**src/rtl/card_pkg.sv**
```systemverilog
// Shared types and constants for the card dealer: deck geometry, LFSR mask,
// FSM state encoding and the index-to-card mapping.
package card_pkg;

    localparam int          DECK_SIZE = 52;
    localparam int          RANKS     = 13;
    localparam int          SUITS     = 4;
    localparam logic [15:0] LFSR_MASK = 16'hB400;

    typedef enum logic {
        IDLE   = 1'b0,
        SEARCH = 1'b1
    } dealer_state_t;

    typedef struct packed {
        logic [1:0] suit;
        logic [3:0] rank;
    } card_t;

    // Suit boundaries at 13/26/39 stand in for a divide/modulo by 13.
    function automatic card_t idx_to_card(input logic [5:0] idx);
        card_t      c;
        logic [3:0] r;
        if (idx >= 6'd39) begin
            c.suit = 2'd3;
            r      = 4'(idx - 6'd39);
        end else if (idx >= 6'd26) begin
            c.suit = 2'd2;
            r      = 4'(idx - 6'd26);
        end else if (idx >= 6'd13) begin
            c.suit = 2'd1;
            r      = 4'(idx - 6'd13);
        end else begin
            c.suit = 2'd0;
            r      = idx[3:0];
        end
        c.rank = r + 4'd1;
        return c;
    endfunction

endpackage

```
**src/rtl/card_dealer_if.sv**
```systemverilog
// Request/response bundle between the dealer and its consumer, plus the FSM
// state for observation.
interface card_dealer_if;
    import card_pkg::*;

    // draw_req is a one-cycle pulse honoured only while the dealer is idle;
    // each honoured request is answered by exactly one draw_ack or draw_err
    // pulse unless shuffle arrives first, in which case neither is issued.
    logic          shuffle;
    logic          draw_req;
    logic          draw_ack;
    logic          draw_err;
    logic [5:0]    card_idx;
    logic [3:0]    card_rank;
    logic [1:0]    card_suit;
    logic [5:0]    cards_left;
    logic          deck_empty;
    logic          busy;
    dealer_state_t state;

    modport master (
        output shuffle, draw_req,
        input  draw_ack, draw_err, card_idx, card_rank, card_suit,
        input  cards_left, deck_empty, busy, state
    );

    modport slave (
        input  shuffle, draw_req,
        output draw_ack, draw_err, card_idx, card_rank, card_suit,
        output cards_left, deck_empty, busy, state
    );

endinterface

```
**src/rtl/card_dealer_lfsr16.sv**
```systemverilog
// Free-running 16-bit Galois LFSR; only reset reloads the seed.
module lfsr16
    import card_pkg::*;
#(
    parameter logic [15:0] SEED = 16'hACE1,
    parameter logic [15:0] MASK = LFSR_MASK
) (
    input  logic        clk,
    input  logic        rst,
    output logic [15:0] value
);

    always_ff @(posedge clk or posedge rst) begin
        if (rst) value <= SEED;
        else     value <= (value >> 1) ^ (value[0] ? MASK : 16'h0000);
    end

endmodule

```
**src/rtl/card_dealer.sv**
```systemverilog
// One deck drawn without replacement: random start index from the LFSR, then
// a linear probe over the used-card bitmap until a free card is found.
module card_dealer
    import card_pkg::*;
#(
    parameter int          DECK_SIZE = 52,
    parameter logic [15:0] LFSR_SEED = 16'hACE1
) (
    input  logic clk,
    input  logic rst,
    card_dealer_if.slave bus
);

    localparam logic [5:0] DECK_CNT = 6'(DECK_SIZE);
    localparam logic [5:0] LAST_IDX = 6'(DECK_SIZE - 1);

    dealer_state_t          state_q, state_d;
    logic [DECK_SIZE-1:0]   used;
    logic [5:0]             cand;
    logic [5:0]             left_q;
    logic [15:0]            lfsr;
    logic [5:0]             lfsr_fold;
    logic                   lfsr_unused;
    logic                   cand_free;
    logic                   start_search, take_card, refuse, clear_deck;
    card_t                  picked;
    logic                   ack_q, err_q, busy_q, empty_q;
    logic [5:0]             idx_q;
    logic [3:0]             rank_q;
    logic [1:0]             suit_q;

    lfsr16 #(.SEED(LFSR_SEED), .MASK(LFSR_MASK)) u_lfsr (
        .clk   (clk),
        .rst   (rst),
        .value (lfsr)
    );

    assign lfsr_unused = ^lfsr[15:6];
    assign lfsr_fold   = (lfsr[5:0] >= DECK_CNT) ? lfsr[5:0] - DECK_CNT : lfsr[5:0];
    assign cand_free   = ~used[cand];
    assign picked      = idx_to_card(cand);

    always_ff @(posedge clk or posedge rst) begin
        if (rst) state_q <= IDLE;
        else     state_q <= state_d;
    end

    always_comb begin
        state_d      = state_q;
        start_search = 1'b0;
        take_card    = 1'b0;
        refuse       = 1'b0;
        clear_deck   = 1'b0;
        case (state_q)
            IDLE: begin
                if (bus.shuffle) begin
                    clear_deck = 1'b1;
                end else if (bus.draw_req) begin
                    if (left_q == 6'd0) begin
                        refuse = 1'b1;
                    end else begin
                        start_search = 1'b1;
                        state_d      = SEARCH;
                    end
                end
            end
            SEARCH: begin
                // Shuffle outranks a probe that would have succeeded this cycle.
                if (bus.shuffle) begin
                    clear_deck = 1'b1;
                    state_d    = IDLE;
                end else if (cand_free) begin
                    take_card = 1'b1;
                    state_d   = IDLE;
                end
            end
            default: state_d = IDLE;
        endcase
    end

    always_ff @(posedge clk or posedge rst) begin
        if (rst) begin
            used    <= '0;
            left_q  <= DECK_CNT;
            cand    <= 6'd0;
            idx_q   <= 6'd0;
            rank_q  <= 4'd0;
            suit_q  <= 2'd0;
            ack_q   <= 1'b0;
            err_q   <= 1'b0;
            busy_q  <= 1'b0;
            empty_q <= 1'b0;
        end else begin
            ack_q  <= take_card;
            err_q  <= refuse;
            busy_q <= (state_d == SEARCH);
            if (clear_deck) begin
                used    <= '0;
                left_q  <= DECK_CNT;
                empty_q <= 1'b0;
            end else if (take_card) begin
                used[cand] <= 1'b1;
                left_q     <= left_q - 6'd1;
                empty_q    <= (left_q == 6'd1);
                idx_q      <= cand;
                rank_q     <= picked.rank;
                suit_q     <= picked.suit;
            end
            if (start_search)
                cand <= lfsr_fold;
            else if (state_q == SEARCH && !cand_free)
                cand <= (cand == LAST_IDX) ? 6'd0 : cand + 6'd1;
        end
    end

    assign bus.draw_ack   = ack_q;
    assign bus.draw_err   = err_q;
    assign bus.card_idx   = idx_q;
    assign bus.card_rank  = rank_q;
    assign bus.card_suit  = suit_q;
    assign bus.cards_left = left_q;
    assign bus.deck_empty = empty_q;
    assign bus.busy       = busy_q;
    assign bus.state      = state_q;

endmodule
```
**src/flat_wrapper.sv**
```systemverilog
// flat-port wrapper written by rule: the top's interface ports become plain ports
module card_dealer_flat import card_pkg::*;
#(
    parameter int          DECK_SIZE = 52,
    parameter logic [15:0] LFSR_SEED = 16'hACE1
)
  (clk, rst, bus_shuffle, bus_draw_req, bus_draw_ack, bus_draw_err, bus_card_idx, bus_card_rank, bus_card_suit, bus_cards_left, bus_deck_empty, bus_busy, bus_state);
  card_dealer_if bus_i ();
  input  logic clk;
  input  logic rst;
  input wire logic [$bits(bus_i.shuffle)-1:0] bus_shuffle;
  input wire logic [$bits(bus_i.draw_req)-1:0] bus_draw_req;
  output wire logic [$bits(bus_i.draw_ack)-1:0] bus_draw_ack;
  output wire logic [$bits(bus_i.draw_err)-1:0] bus_draw_err;
  output wire logic [$bits(bus_i.card_idx)-1:0] bus_card_idx;
  output wire logic [$bits(bus_i.card_rank)-1:0] bus_card_rank;
  output wire logic [$bits(bus_i.card_suit)-1:0] bus_card_suit;
  output wire logic [$bits(bus_i.cards_left)-1:0] bus_cards_left;
  output wire logic [$bits(bus_i.deck_empty)-1:0] bus_deck_empty;
  output wire logic [$bits(bus_i.busy)-1:0] bus_busy;
  output wire logic [$bits(bus_i.state)-1:0] bus_state;
  assign bus_i.shuffle = bus_shuffle;
  assign bus_i.draw_req = bus_draw_req;
  assign bus_draw_ack = bus_i.draw_ack;
  assign bus_draw_err = bus_i.draw_err;
  assign bus_card_idx = bus_i.card_idx;
  assign bus_card_rank = bus_i.card_rank;
  assign bus_card_suit = bus_i.card_suit;
  assign bus_cards_left = bus_i.cards_left;
  assign bus_deck_empty = bus_i.deck_empty;
  assign bus_busy = bus_i.busy;
  assign bus_state = bus_i.state;
  card_dealer #(.DECK_SIZE(DECK_SIZE), .LFSR_SEED(LFSR_SEED)) u_core (.clk(clk), .rst(rst), .bus(bus_i));
endmodule
```
**config.mk**
```make
export PLATFORM = sky130hd
export DESIGN_NAME = card_dealer_flat
export DESIGN_NICKNAME = d
export VERILOG_FILES = /design/src/rtl/card_pkg.sv /design/src/rtl/card_dealer_if.sv /design/src/rtl/card_dealer_lfsr16.sv /design/src/rtl/card_dealer.sv /design/src/flat_wrapper.sv
export SDC_FILE = /design/constraint.sdc
export NUM_CORES = 1
export LEC_CHECK = 0
export ABC_CLOCK_PERIOD_IN_PS = 2800
export BUFFER_PORTS_ARGS = -buffer_cell sky130_fd_sc_hd__buf_4
export CORE_MARGIN = 8
export CORE_UTILIZATION = 50
export DETAILED_ROUTE_END_ITERATION = 8
export MAX_ROUTING_LAYER = met4
export PLACE_DENSITY_LB_ADDON = 0.3
export RECOVER_POWER = 25
export SYNTH_ARGS = -nofsm -noshare
export SYNTH_HDL_FRONTEND = slang
export SYNTH_SLANG_ARGS = --single-unit
export TNS_END_PERCENT = 1
```
**constraint.sdc**
```tcl
create_clock -name clk -period 2.8 [get_ports clk]
set_clock_uncertainty 0.2 [all_clocks]
set_input_delay 0.28 -clock clk [delete_from_list [all_inputs] [get_ports clk]]
set_output_delay 0.28 -clock clk [all_outputs]
set_load 0.02 [all_outputs]
```
Word-level counts from Yosys, hierarchy flattened
Index checks and enable logic that the tools add are counted.
{ "word_totals": {"word_cells": 72, "in_bits": 4, "reg_bits": 96} }
{ "op_classes": {"addsub": 7, "reduce_logical": 6, "n_mux": 36, "bitwise_logic": 4, "eq_ne": 2, "magnitude_cmp": 6} }
{ "op_table": {"columns": ["cell", "n"], "rows": [
  ["$mux W52", 2],
  ["$or A52 B52 Y52", 1],
  ["$mux W6", 6],
  ["$mux W1", 19],
  ["$mux W16", 1],
  ["$xor A15 B16 Y16", 1],
  ["$ge A6 B6 Y1 const B", 2],
  ["$mux W4", 3],
  ["$sub A4 B4 Y4 const B", 2],
  ["$lt A6 B7 Y1 const B", 1],
  ["$add A6 B1 Y6 const B", 1],
  ["$bmux W1 S6", 1],
  ["$demux W1 S6", 1],
  ["$eq A6 B1 Y1 const B", 1],
  ["$eq A6 B6 Y1 const B", 1],
  ["$ge A6 B1 Y1 const B", 1],
  ["$ge A6 B4 Y1 const B", 1],
  ["$ge A6 B5 Y1 const B", 1],
  ["$logic_not A6 Y1", 1],
  ["$sub A6 B1 Y6 const B", 1],
  ["$sub A6 B6 Y6 const B", 1],
  ["$add A4 B1 Y4 const B", 1],
  ["$mux W2", 2],
  ["$reduce_bool A2 Y1", 2],
  ["5 further kinds", 7]
]} }

Longest topological paths before layout
Gate-level depths: netlist of run 1.
{ "logic_depth": {"ltp_word": 7, "ltp_mapped": 12, "ltp_nobuf": 10} }

Cells and area by module
Synthesis of run 1 repeated with hierarchy kept, for this count alone.
{ "unflattened": {"hier_cells": 463, "area_unflattened_um2": 4853.4} }
{ "by_module_without_submodules": {"columns": ["module", "cells_each", "seq_area_each_um2", "area_per_inst_um2", "n_inst"], "rows": [
  ["card_dealer", 443, 2005.7, 4413.0, 1],
  ["lfsr16", 20, 410.4, 440.4, 1]
]} }

Worst setup path after synthesis of run 1
No wires, ideal clock.
{ "synth_timing": {"path_kind": "register to register", "startpoint": "register u_core.cand[0]", "endpoint": "register u_core.idx_q[5] (netlist: u_core.bus.card_idx[5])", "setup_slack_ns": -0.114, "setup_ns": 0.128, "n_path_buf": 2, "arrival_time_ns": 2.586, "stages_incl_launch_ff": 10, "synth_period_minus_slack_ns": 2.914, "cell_sequence": "dfrtp_1 buf_6 mux4_2 a41o_1 a41o_1 o32ai_4 nand2_1 nor2_4 buf_6 mux2_1"} }
{ "synth_between": {"elab_chain_cells": 6} }
{ "synth_rtl": {"columns": ["item", "line_no", "text"], "rows": [
  ["from (decl)", "card_dealer.sv:19", "logic [5:0] cand;"],
  ["from (signal assigned)", "card_dealer.sv:110", "cand <= lfsr_fold;"],
  ["from (signal assigned)", "card_dealer.sv:112", "cand <= (cand == LAST_IDX) ? 6'd0 : cand + 6'd1;"],
  ["$bmux W1 S6", "card_dealer.sv:40", "assign cand_free = ~used[cand];"],
  ["$mux W1 (implied by the code)", "card_dealer.sv:40", null],
  ["$mux W1", "card_dealer.sv:72", "end else if (cand_free) begin"],
  ["$mux W1", "card_dealer.sv:69", "if (bus.shuffle) begin"],
  ["$mux W1", "card_dealer.sv:54", "case (state_q)"],
  ["named net u_core.take_card", "card_dealer.sv:25", "logic start_search, take_card, refuse, clear_deck;"],
  ["$reduce_and A2 Y1 (no source line)", null, null],
  ["to (signal assigned)", "card_dealer.sv:105", "idx_q <= cand;"],
  ["to (decl)", "card_dealer.sv:28", "logic [5:0] idx_q;"]
]} }
The timed path passes the listed nets, and every way through them passes these cells. The select of a mux whose other input is x is not followed.
A chain may end at the register's enable or synchronous reset.

Final worst setup path of run 1
{ "layout_timing": {"startpoint": "register u_core.cand[1]", "endpoint": "register u_core.suit_q[0] (netlist: u_core.bus.card_suit[0])"} }
{ "layout_between": {"elab_chain_cells": 6, "word_cells_on_any_way": 12, "classes_between": "order compare (3); mux (8); reduce/logical (1)"} }
{ "layout_rtl": {"columns": ["item", "line_no", "text"], "rows": [
  ["$bmux W1 S6", "card_dealer.sv:40", null],
  ["$mux W1 (implied by the code)", "card_dealer.sv:40", null],
  ["$mux W1", "card_dealer.sv:72", null],
  ["$mux W1", "card_dealer.sv:69", null],
  ["$mux W1", "card_dealer.sv:54", null],
  ["$reduce_and A2 Y1 (no source line)", null, null],
  ["to (signal assigned)", "card_dealer.sv:107", "suit_q <= picked.suit;"],
  ["to (decl)", "card_dealer.sv:30", "logic [1:0] suit_q;"]
]} }
Several ways; a longest one is shown, not always the timed one. The select of a mux whose other input is x is not followed.

==> metrics.md, run 1 <==
| Metric | Value |
|---|---|
| Max Cap Viol | 1 |
| Slowest stage delay, CP | ~0.53 ns |
| Crit path DAT | ~2.9 ns |
| Main combinational cell family by area after synthesis | simple AND/OR/NAND/NOR gates |
| First-pass GRT wire length | ~20000 um |
| Starting DRC count in detailed routing | 291 |
| Critical path class | flop to flop |
| Tot Pwr | between 3 and 4 mW |
| EDFF count, synth | 0 |
| Port bufs | 26 |
| Root buffer cell | clkbuf_8 |
| CP startpoint kind | flop |
| GR Util All Layers | between 10% and 20% |
| Seq/Total Area, Yosys | between 40% and 50% |
| Initial core utilization | about 51% |
| Final worst path period share | 101% |
| CTS sink cnt | 96 |
| Crit-path slowest cell | mux4_2 |
| Critical-path maximum fanout | 13 |
| Post-Synthesis Cells | 484 |
| Reg clk slew, reported paths | 0.08 ns |
| Max transition margin | -1.11% |
| Vias | 3838 |
| ANT nets after route | 0 |
| Ratio of cells with drive above 1 in the final layout | between 20 and 30% |
| Outcome | finished, violations left |
| Synthesized area per cell | approximately 10 um2 |
| Yosys Warn Count | 0 |
| Vias in the first global route | between 3000 and 4000 |
| Violated checks | capacitance limit, slew limit, setup timing |
| Top FF cell, synth | dfrtp_1 |
| Final core utilization | between 50% and 60% |
| RSZ-0062 raised after global routing | yes |
| Antenna cells | 0 |
| FP Rows | 36 |
| Initial antenna violation count | 0 |
| Mux share of post-synthesis cell area | roughly 8.4% |
| Synth Area in XOR/XNOR | roughly 1.9% |
| Syn_nets | around 500 |
| Final hold viol count | 0 |
| Layout Cells excl Fill | approximately 670 |
| CTS Buf Count | 9 |
| Fmax | 0.354 GHz |
| CTS tree | yes |
| Synth Area in Adders | 3.52% |
| Final setup margin | -0.0233 ns |
| Endpoint type of the worst setup path | flop |
| Pins over their slew limit | 33 |
| Largest net degree at the start of global routing | between 60 and 70 |
| Min Clock Period, post-route | approximately 2.8 ns |
| Core area | between 9000 and 10000 um2 |
| Placed insts | around 650 |
| IO Count | 27 |
| Area share of and/or/nand/nor cells after synthesis | 16.7% |
| Asr flop ratio synth | 100% |
| Final instance area | between 5000 and 6000 um2 |
| Req. time, crit path | ~2.9 ns |
| Synth Register Bits | 96 |
| Clock Path Buffers | 2 |
| Drt total wl | between 10000 and 15000 um |
| Worst hold path type | flop to flop |
| FILL cells | about 860 |
| Area growth, synth to finish | 16.6% |
| Post-synthesis compound-gate area fraction | 14.9% |
| Die area | 13400 um2 |
| Synth Cell Area | ~5000 um2 |
| Maximum vdd ir drop | 539 uV |
| Worst hold slack | about 0.16 ns |
| Slew @ Worst Pin | 1.51 ns |
| Placed cell areas | 5470 um2 |
| Worst-path cell chain | buf_4 > mux4_2 > mux2i_1 > nor3_1 > o32ai_4 > nand2_2 > nor2_4 > buf_12 > mux2_2 |
| Drt first pass iters | 5 |
| PwrDens | just under 700 nW/um2 |
| Avg WL per Cell | 17.9 um |
| Horiz. Die Dim | between 100 and 150 um |
| Post-DP HPWL | roughly 8100 um |
| Overflow left after global routing | 0 |
| Post-route DRC | 0 |
| Via density | ~5.8 |
| H-tree depth | 3 |
| Layout Nets | about 550 |
| Die Y-Extent | between 100 and 150 um |
| Clock latency on the worst-skew pair | approximately 0.37 ns |
| Leak | between 2 and 2.5 nW |
| RePlAce Congestion | a little under 0.9 |
| Dpl ws | -0.111 ns |
| Cell variety after synth | 58 |
| Final setup TNS | -0.168 ns |
| Setup violation total in the final timing report | 11 |
[layout make-up]
class	instances	area, um2	area share [%]
clock buffers	13	159	2.74
inverters	14	53.8	0.928
clock inverters	3	65.1	1.12
repair buffers	73	613	10.6
flip-flops and latches	96	2420	41.7
multi-input cells	334	2320	40.1
well taps	133	166	2.87
[worst max-delay path: cells and delay by family, from the launching register on]
| family | cells | cell delay, ns |
|---|---|---|
| buffers and inverters | 2 | 0.38 |
| multiplexers | 3 | 1.10 |
| flip-flops | 1 | 0.47 |
| AND/OR/NAND/NOR | 3 | 0.36 |
| AO/OA/AOI/OAI | 1 | 0.20 |
[worst paths after layout]
path,startpoint,endpoint,slack (ns),cells after the start
hold reg to reg,u_core.u_lfsr.value[12],u_core.u_lfsr.value[11],0.16,0
setup reg to reg,u_core.cand[1],u_core.bus.card_suit[0],-0.02,9
setup / recovery,u_core.cand[1],u_core.bus.card_suit[0],-0.02,9
min in group asynchronous,rst,u_core.used[19],0.62,3
max in group asynchronous,rst,u_core.u_lfsr.value[6],0.81,4
hold / removal,u_core.u_lfsr.value[12],u_core.u_lfsr.value[11],0.16,0
[cells by family (layout without fill, tap and decap cells)]
logic type | after synthesis | after routing
AOI/OAI and AO/OA | 103 | 103
DFF | 96 | 96
buffers and inverters | 54 | 103
and+or+nand+nor | 177 | 177
xor gates and xnor gates | 11 | 11
muxes | 29 | 29
adders and majority gates | 14 | 14
[repair_timing]
action	in CTS	in global routing
buffers inserted	0	1
resized for setup	7	13
setup endpoints to repair	43	76
hold buffers	3	0
gates cloned	0	0
endpoints found under the hold margin	36	0
pin swaps	4	4
[flip-flops by register name (all words and copies together), names as in the netlist]
| signal | flops |
|---|---|
| u_core.bus.card_idx | 6 |
| u_core.bus.card_rank | 4 |
| u_core.bus.card_suit | 2 |
| u_core.bus.cards_left | 6 |
| u_core.bus.deck_empty | 1 |
| u_core.bus.draw_ack | 1 |
| u_core.bus.draw_err | 1 |
| u_core.bus.state | 1 |
| u_core.cand | 6 |
| u_core.u_lfsr.value | 16 |
| u_core.used | 52 |
[placed cells by master, fill, tap and decap left out, drive strengths merged, types with 11 or more instances in the layout]
master,synthesis,final
dfstp,11,11
inv,13,12
nor2,72,72
ha,14,14
nor3,44,44
buf,19,69
a21oi,51,51
dfrtp,85,85
clkbuf,21,14
nand2,20,20
a31oi,12,12
mux2,13,13
[routing by layer]
metal  global-route usage (%)  vias to the layer above  wire length, um
met1                     24.6                     1896             5210
met3                     3.96                       17              757
met5                        -                        -                0
met4                     7.35                        0              212
li1                         -                     1801                -
met2                     30.7                      124             5750
[report_power, final]
part	leakage, nW	internal, mW	switching (mW)
logic	1.11	0.583	0.794
clock network	0.114	0.552	0.463
registers	1.27	1.50	0.0982
total	2.49	2.64	1.35
[cells in the mapped netlist (8+ instances only)]
| master | n | area, um2 |
|---|---|---|
| dfrtp_1 | 85 | 2130 |
| nand2b_1 | 10 | 62.6 |
| dfstp_2 | 11 | 289 |
| nand2_1 | 20 | 75.1 |
| clkbuf_1 | 21 | 78.8 |
| mux2_1 | 8 | 90.1 |
| a21oi_1 | 32 | 160 |
| nor2_1 | 70 | 263 |
| mux4_2 | 9 | 203 |
| a31oi_1 | 12 | 75.1 |
| a21oi_2 | 19 | 166 |
| inv_1 | 13 | 48.8 |
| ha_1 | 14 | 175 |
| nor3_1 | 44 | 220 |
Power figures use the tool's default switching activity.
==> inputs of run 2 (changes only) <==
--- a/config.mk
+++ b/config.mk
@@ -5,7 +5,7 @@
 export SDC_FILE = /design/constraint.sdc
 export NUM_CORES = 1
 export LEC_CHECK = 0
-export ABC_CLOCK_PERIOD_IN_PS = 2800
+export ABC_CLOCK_PERIOD_IN_PS = 3500
 export BUFFER_PORTS_ARGS = -buffer_cell sky130_fd_sc_hd__buf_4
 export CORE_MARGIN = 8
 export CORE_UTILIZATION = 50
==> constraint.sdc (replaced) <==
create_clock -name clk -period 3.5 [get_ports clk]
set_clock_uncertainty 0.2 [all_clocks]
set_input_delay 0.35 -clock clk [delete_from_list [all_inputs] [get_ports clk]]
set_output_delay 0.35 -clock clk [all_outputs]
set_load 0.02 [all_outputs]
==> run 2 against run 1 <==
The run ends with capacitance limit, slew limit left. Clock power is 27% lower. Setup slack better by 0.41 ns. Sequential share of layout area is 2.7 points higher. Cell count down 4.2%. Critical path depth decreased by 2. Via count fell by 1.9%. Sequential cell count unchanged. First-iteration DRC count grew 4.1%. Routed wire length fell by 0.66%. Core utilization shrank 3.7 points. Combinational power decreased by 30%.
==> metrics.md, run 2 (synthesized netlist as in run 1, its figures left out) <==
| Metric | Value |
|---|---|
| Setup violation total in the final timing report | 0 (-11) |
| Die area | 13400 um2 (unchanged) |
| Min Clock Period, post-route | 3.11 ns (+0.291 ns) |
| Root buffer cell | clkbuf_8 |
| Drt total wl | 11900 um (-0.66%) |
| Die Y-Extent | 116 um (unchanged) |
| CP dominant cell by count | a41o_1 |
| Pins over their slew limit | 93 (+180%) |
| Dpl ws | 0.384 ns (+0.495 ns) |
| Leak | 2.33 nW (-6.5%) |
| Port bufs | 26 (unchanged) |
| Max transition margin | -26.1% (-25 points) |
| Core area | 9730 um2 (unchanged) |
| Critical path class | flop to flop |
| Post-CTS Setup Repair Bufs | 0 (unchanged) |
| Pint | 1.90 mW (-28%) |
| Highest-count cells in the layout ignoring fill and taps | 85 x dfrtp_1, 70 x nor2_1, 44 x nor3_1, 43 x buf_4, 32 x a21oi_1 |
| Reg clk slew, reported paths | 0.10 ns (+0.02 ns) |
| Layout Nets | 518 (-5.1%) |
| Post-DP HPWL | 7900 um (-3.0%) |
| Outcome | finished, violations left |
| Largest register FFs | 52 (unchanged) |
| Comb pwr share | 32.3% (-2.2 points) |
| Area growth, synth to finish | 9.40% |
| Slowest stage delay, CP | 0.54 ns (about the same) |
| Violated checks | capacitance limit, slew limit |
| Most common cell after layout, fill and taps aside | dfrtp_1 |
| Via density | 5.90 (+2.4%) |
| Crit-path slowest cell | mux4_2 |
| CTS sink cnt | 96 (unchanged) |
| Avg WL per Cell | 18.6 um (+3.7%) |
| Power share of the clock group | 24.6% (-0.8 points) |
| Tot Pwr | 2.99 mW (-25%) |
| Overflow left after global routing | 0 (unchanged) |
| Critical-path maximum fanout | 13 (unchanged) |
| Fmax | 0.321 GHz (-9.3%) |
| Clock latency on the worst-skew pair | 0.38 ns (about the same) |
| Final worst path period share | 89.0% (-12 points) |
| RePlAce Congestion | 0.881 (+1.2%) |
| Register Area | 2420 um2 (-0.15%) |
| IO Count | 27 (unchanged) |
| Reg with most FFs | u_core.used |
| Post-route DRC | 0 (unchanged) |
| Maximum vdd ir drop | 231 uV (-57%) |
| Horiz. Die Dim | 116 um (unchanged) |
| CP startpoint kind | flop |
| Antenna cells | 0 (unchanged) |
| Clock Path Buffers | 2 (unchanged) |
| CTS Buf Count | 9 (unchanged) |
| ANT nets after route | 0 (unchanged) |
| Worst-path cell chain | mux4_2 > a41o_1 > a41o_1 > o32ai_4 > nand2_1 > nor2_4 > mux2_2 |
| Post_cts resized | 0 (-7) |
| Placed insts | 622 (-3.7%) |
| Initial antenna violation count | 0 (unchanged) |
| Req. time, crit path | 3.57 ns (+0.72 ns) |
| CTS tree | yes |
| Slew @ Worst Pin | 1.89 ns (+0.383 ns) |
| Ratio of cells with drive above 1 in the final layout | 22.2% (-5.4 points) |
| GR Util All Layers | 19.4% (-0.22 points) |
| Final setup margin | 0.386 ns (+0.409 ns) |
| Endpoint type of the worst setup path | flop |
| Final setup TNS | 0 ns (+0.168 ns) |
| FP Rows | 36 (unchanged) |
| Starting DRC count in detailed routing | 303 (+4.1%) |
| Drt first pass iters | 4 (-1) |
| P_sw | 1.08 mW (-20%) |
| Layout Cells excl Fill | 638 (-4.2%) |
| Sequential power share | 43.1% (+3.0 points) |
| Area of the multi-input gates | 2260 um2 (-2.6%) |
| RSZ-0062 raised after global routing | no |
| Crit path DAT | 3.18 ns (+0.30 ns) |
| FILL cells | 890 (+3.6%) |
| H-tree depth | 3 (unchanged) |
| Sw Ratio | 36.2% (+2.3 points) |
| Initial core utilization | 51.1% (unchanged) |
| PwrDens | 548 nW/um2 (-20%) |
| Vias in the first global route | 3742 (-3.4%) |
| Biggest regs | u_core.used: 52 flops, u_core.u_lfsr.value: 16 flops |
| Vias | 3766 (-1.9%) |
| Largest net degree at the start of global routing | 93 (+43%) |
| Max Cap Viol | 1 (unchanged) |
| Number of hold buffers added after CTS | 0 (-3) |
| Final hold viol count | 0 (unchanged) |
| Worst hold path type | input port to flop |
| First-pass GRT wire length | 19700 um (-1.5%) |
## run 2: changes by cell type in the layout (fill, tap and decap cells not counted), moves of 2 or more
cell | previous run | this run
clkinv_4 | 0 | 2
buf_12 | 4 | 1
dfrtp_1 | 82 | 85
dfrtp_2 | 3 | 0
buf_4 | 63 | 43
clkbuf_8 | 11 | 9
clkinv_2 | 1 | 3
buf_6 | 2 | 0
dlygate4sd3_1 | 3 | 0
clkbuf_1 | 2 | 0
## run 2: layout make-up
cell class / instances / share of cell area (%)
multi-input cells: 334 / 41.6
well taps: 133 / 3.06
clock buffers: 9 / 2.28
flip-flops and latches: 96 / 44.4
inverters: 14 / 0.965
clock inverters: 7 / 1.31
repair buffers: 45 / 6.44
## run 2: final timing paths
path / endpoint / cells after the start / startpoint / slack, ns
min in group asynchronous: u_core.used[50] / 2 / rst / 0.36
worst max-delay path: u_core.bus.card_suit[0] / 7 / u_core.cand[0] / 0.39
worst min-delay path: u_core.bus.draw_err / 3 / bus_draw_req / 0.05
worst min register to register: u_core.u_lfsr.value[8] / 0 / u_core.u_lfsr.value[9] / 0.16
max in group asynchronous: u_core.used[28] / 2 / rst / 1.58
worst max register to register: u_core.bus.card_suit[0] / 7 / u_core.cand[0] / 0.39
## run 2: metrics by stage
| step | utilization (%) | hold WS, ns | cell area, um2 |
|---|---|---|---|
| 6_report | 56.0 | 0.0474 | 5440 |
| 5_1_grt | 56.0 | 0.0459 | 5440 |
| 4_1_cts | 56.0 | 0.0362 | 5450 |
| 3_5_place_dp | 54.0 | 0.143 | 5250 |
| 3_3_place_gp | 54.0 | 0.138 | 5250 |
| 2_1_floorplan | - | 0.131 | 4980 |
## run 2: layer usage
metal  track usage [%]  part of all wire, %  vias to the layer above  wire (um)
li1                  -                    -                     1741          -
met1              24.7                   46                     1920       5440
met2              30.0                   48                       90       5670
met3              3.86                  4.5                       15        539
met4              7.17                  1.7                        0        198
met5                 -                    0                        -          0
## run 2: power groups by stage
| stage | Sequential, mW | Clock, mW | Combinational, mW |
|---|---|---|---|
| finish | 1.29 | 0.734 | 0.966 |
| global route | 1.30 | 0.801 | 1.05 |
| CTS | 1.29 | 0.751 | 0.966 |
| detailed placement | 1.31 | 0 | 0.963 |
| global placement | 1.30 | 0 | 0.954 |
| floorplan | 1.36 | 0 | 0.595 |
## run 2: worst max-delay path, delay by kind of cell, from the launching register on
family          cells  cell delay [ns]
compound gates      3             0.86
flops               1             0.47
mux                 2             0.92
simple gates        2             0.54
==> inputs of run 3 (changes only) <==
--- a/config.mk
+++ b/config.mk
@@ -8,7 +8,7 @@
 export ABC_CLOCK_PERIOD_IN_PS = 3500
 export BUFFER_PORTS_ARGS = -buffer_cell sky130_fd_sc_hd__buf_4
 export CORE_MARGIN = 8
-export CORE_UTILIZATION = 50
+export CORE_UTILIZATION = 42
 export DETAILED_ROUTE_END_ITERATION = 8
 export MAX_ROUTING_LAYER = met4
 export PLACE_DENSITY_LB_ADDON = 0.3
==> run 3 against run 2 <==
Combinational power is 9.1% lower. Critical endpoint is now u_core.bus.card_idx[4]. Routed wire length is 2.9% lower. Design area is 1.2% higher. Power is 8.8% higher. Via count is 1.8% lower. Critical path type unchanged. First-iteration DRC count is 10% lower. The flow still finishes with violations (capacitance limit, slew limit). Sequential power hardly changed.
==> metrics.md, run 3 (synthesized netlist as in run 1, its figures left out) <==
| Metric | Value |
|---|---|
| Die area | 15600 um2 (+16%) |
| Port bufs | 26 (unchanged) |
| Drt first pass iters | 4 (unchanged) |
| Buf/Inv on CP | 0 (unchanged) |
| IO Count | 27 (unchanged) |
| Hold Crit Start | bus_draw_req |
| Leak | 2.30 nW (-1.3%) |
| Post-DP HPWL | 7720 um (-2.3%) |
| Hold Path Sink | u_core.bus.draw_err |
| Avg WL per Cell | 17.8 um (-3.9%) |
| Crit Reg-Reg Startpoint | u_core.cand[0] |
| Clock latency on the worst-skew pair | 0.35 ns (-0.03 ns) |
| Overflow left after global routing | 0 (unchanged) |
| Most common cell after layout, fill and taps aside | dfrtp_1 |
| Hold Path Depth | 3 (unchanged) |
| Final worst path period share | 90.3% (+1.3 points) |
| PwrDens | 590 nW/um2 (+7.5%) |
| CTS sink cnt | 96 (unchanged) |
| Fmax | 0.317 GHz (-1.4%) |
| Crit-path slowest cell | mux4_2 |
| Max transition margin | -40.0% (-14 points) |
| Pint | 2.17 mW (+14%) |
| GR Util All Layers | 15.7% (-3.7 points) |
| Sw Ratio | 33.3% (-3.0 points) |
| Post-route DRC | 0 (unchanged) |
| Reg with most FFs | u_core.used |
| Final instance area | 5510 um2 (+1.2%) |
| Final setup margin | 0.341 ns (-0.0447 ns) |
| H-tree depth | 3 (unchanged) |
| Antenna cells | 0 (unchanged) |
| Setup violation total in the final timing report | 0 (unchanged) |
| Layout Cells excl Fill | 645 (+1.1%) |
| Final setup TNS | 0 ns (unchanged) |
| Initial core utilization | 43.2% (-7.9 points) |
| FP Rows | 39 (+8.3%) |
| Biggest regs | u_core.used: 52 flops, u_core.u_lfsr.value: 16 flops |
| Worst-path cell chain | mux4_2 > a41o_1 > a41o_1 > o32ai_4 > nand2_1 > nor2_4 > mux2_2 |
| Reg clk slew, reported paths | 0.06 ns (-0.04 ns) |
| Placed cell areas | 5250 um2 (-0.12%) |
| Outcome | finished, violations left |
| Starting DRC count in detailed routing | 272 (-10%) |
| Largest register FFs | 52 (unchanged) |
| Slowest stage delay, CP | 0.55 ns (about the same) |
| CP dominant cell by count | a41o_1 |
| Worst hold slack | 0.0917 ns (+0.0443 ns) |
| Comb pwr share | 27.0% (-5.3 points) |
| RePlAce Congestion | 0.839 (-4.7%) |
| Clock Path Buffers | 2 (unchanged) |
| Dpl ws | 0.309 ns (-0.0752 ns) |
| FF-to-FF path depth | 7 (unchanged) |
| Highest-count cells in the layout ignoring fill and taps | 85 x dfrtp_1, 70 x nor2_1, 44 x nor3_1, 32 x a21oi_1 |
| Die Y-Extent | 125 um (+7.8%) |
| First-pass GRT wire length | 19300 um (-1.9%) |
| ANT nets after route | 0 (unchanged) |
| Worst R2R End | u_core.bus.card_idx[4] |
| Endpoint type of the worst setup path | flop |
| Core area | 11500 um2 (+18%) |
| Pins over their slew limit | 47 (-49%) |
| Req. time, crit path | 3.53 ns (-0.04 ns) |
| Drt total wl | 11500 um (-2.9%) |
| Placed insts | 628 (+0.96%) |
| Area growth, synth to finish | 10.8% |
| Critical-path maximum fanout | 13 (unchanged) |
| P_sw | 1.08 mW (about the same) |
| RSZ-0062 raised after global routing | no |
| Tot Pwr | 3.25 mW (+8.8%) |
| Max Cap Viol | 1 (unchanged) |
| CTS tree | yes |
| Via density | 5.73 (-2.8%) |
| Min Clock Period, post-route | 3.16 ns (+0.0447 ns) |
| Layout Nets | 515 (-0.58%) |
| Final core utilization | 47.9% (-8.1 points) |
| Slew @ Worst Pin | 2.09 ns (+0.198 ns) |
| Crit path DAT | 3.19 ns (about the same) |
| Post_cts resized | 0 (unchanged) |
| Delay-heaviest family, CP | multiplexers |
| Vias in the first global route | 3688 (-1.4%) |
| Vias | 3699 (-1.8%) |
| Worst hold path type | input port to flop |
| Largest net degree at the start of global routing | 60 (-35%) |
| Number of hold buffers added after CTS | 1 (+1) |
| Power share of the clock group | 33.1% (+8.5 points) |
| Maximum vdd ir drop | 246 uV (+6.7%) |
| Horiz. Die Dim | 125 um (+7.8%) |
| Sequential power share | 39.9% (-3.2 points) |
| Reg2reg setup slack | 0.34 ns (-0.04 ns) |
| Post-CTS Setup Repair Bufs | 0 (unchanged) |
| Ratio of cells with drive above 1 in the final layout | 17.5% (-4.6 points) |
| Critical path class | flop to flop |
| Violated checks | capacitance limit, slew limit |
| Final hold viol count | 0 (unchanged) |
| Root buffer cell | clkbuf_16 |
| CTS Buf Count | 9 (unchanged) |
| Initial antenna violation count | 0 (unchanged) |
| CP startpoint kind | flop |
[run 3: power groups by stage]
stage               Combinational (mW)  Clock [mW]  Sequential, mW
floorplan                        0.595           0            1.36
global route                     0.956        1.15            1.31
detailed placement               0.936           0            1.32
finish                           0.878        1.08            1.30
global placement                 0.933           0            1.31
CTS                              0.942        1.11            1.30
[run 3: cell type report]
| type | instances | area, um2 |
|---|---|---|
| multi-input cells | 334 | 2260 |
| clock buffers | 11 | 253 |
| well taps | 143 | 179 |
| repair buffers | 42 | 268 |
| inverters | 14 | 53.8 |
| clock inverters | 5 | 78.8 |
| flip-flops and latches | 96 | 2420 |
| fillers | 1102 | 6000 |
[run 3: per-layer routing]
metal / vias up / wire length, um / global-route usage [%]
met1: 1858 / 5510 / 20.4
met3: 12 / 604 / 4.24
met2: 83 / 5280 / 23.1
met5: - / 0 / -
met4: 0 / 119 / 5.16
li1: 1746 / - / -
[run 3: worst max-delay path by stage]
stage	startpoint	endpoint	slack (ns)	cells past startpoint
3_3_place_gp	u_core.cand[0]	u_core.bus.card_suit[0]	0.37	7
6_report	u_core.cand[0]	u_core.bus.card_idx[4]	0.34	7
4_1_cts	u_core.cand[0]	u_core.bus.card_idx[4]	0.31	7
2_1_floorplan	rst	u_core.bus.card_idx[0]	0.46	1
5_1_grt	u_core.cand[0]	u_core.bus.card_rank[2]	0.13	11
3_5_place_dp	u_core.cand[0]	u_core.bus.card_idx[4]	0.31	7
[run 3: worst register-to-register path, delay by kind of cell, from the launching register on]
kind | cells | cell delay (ns)
flip-flops | 1 | 0.54
AO/OA/AOI/OAI | 3 | 0.85
multiplexers | 2 | 0.93
AND/OR/NAND/NOR | 2 | 0.52
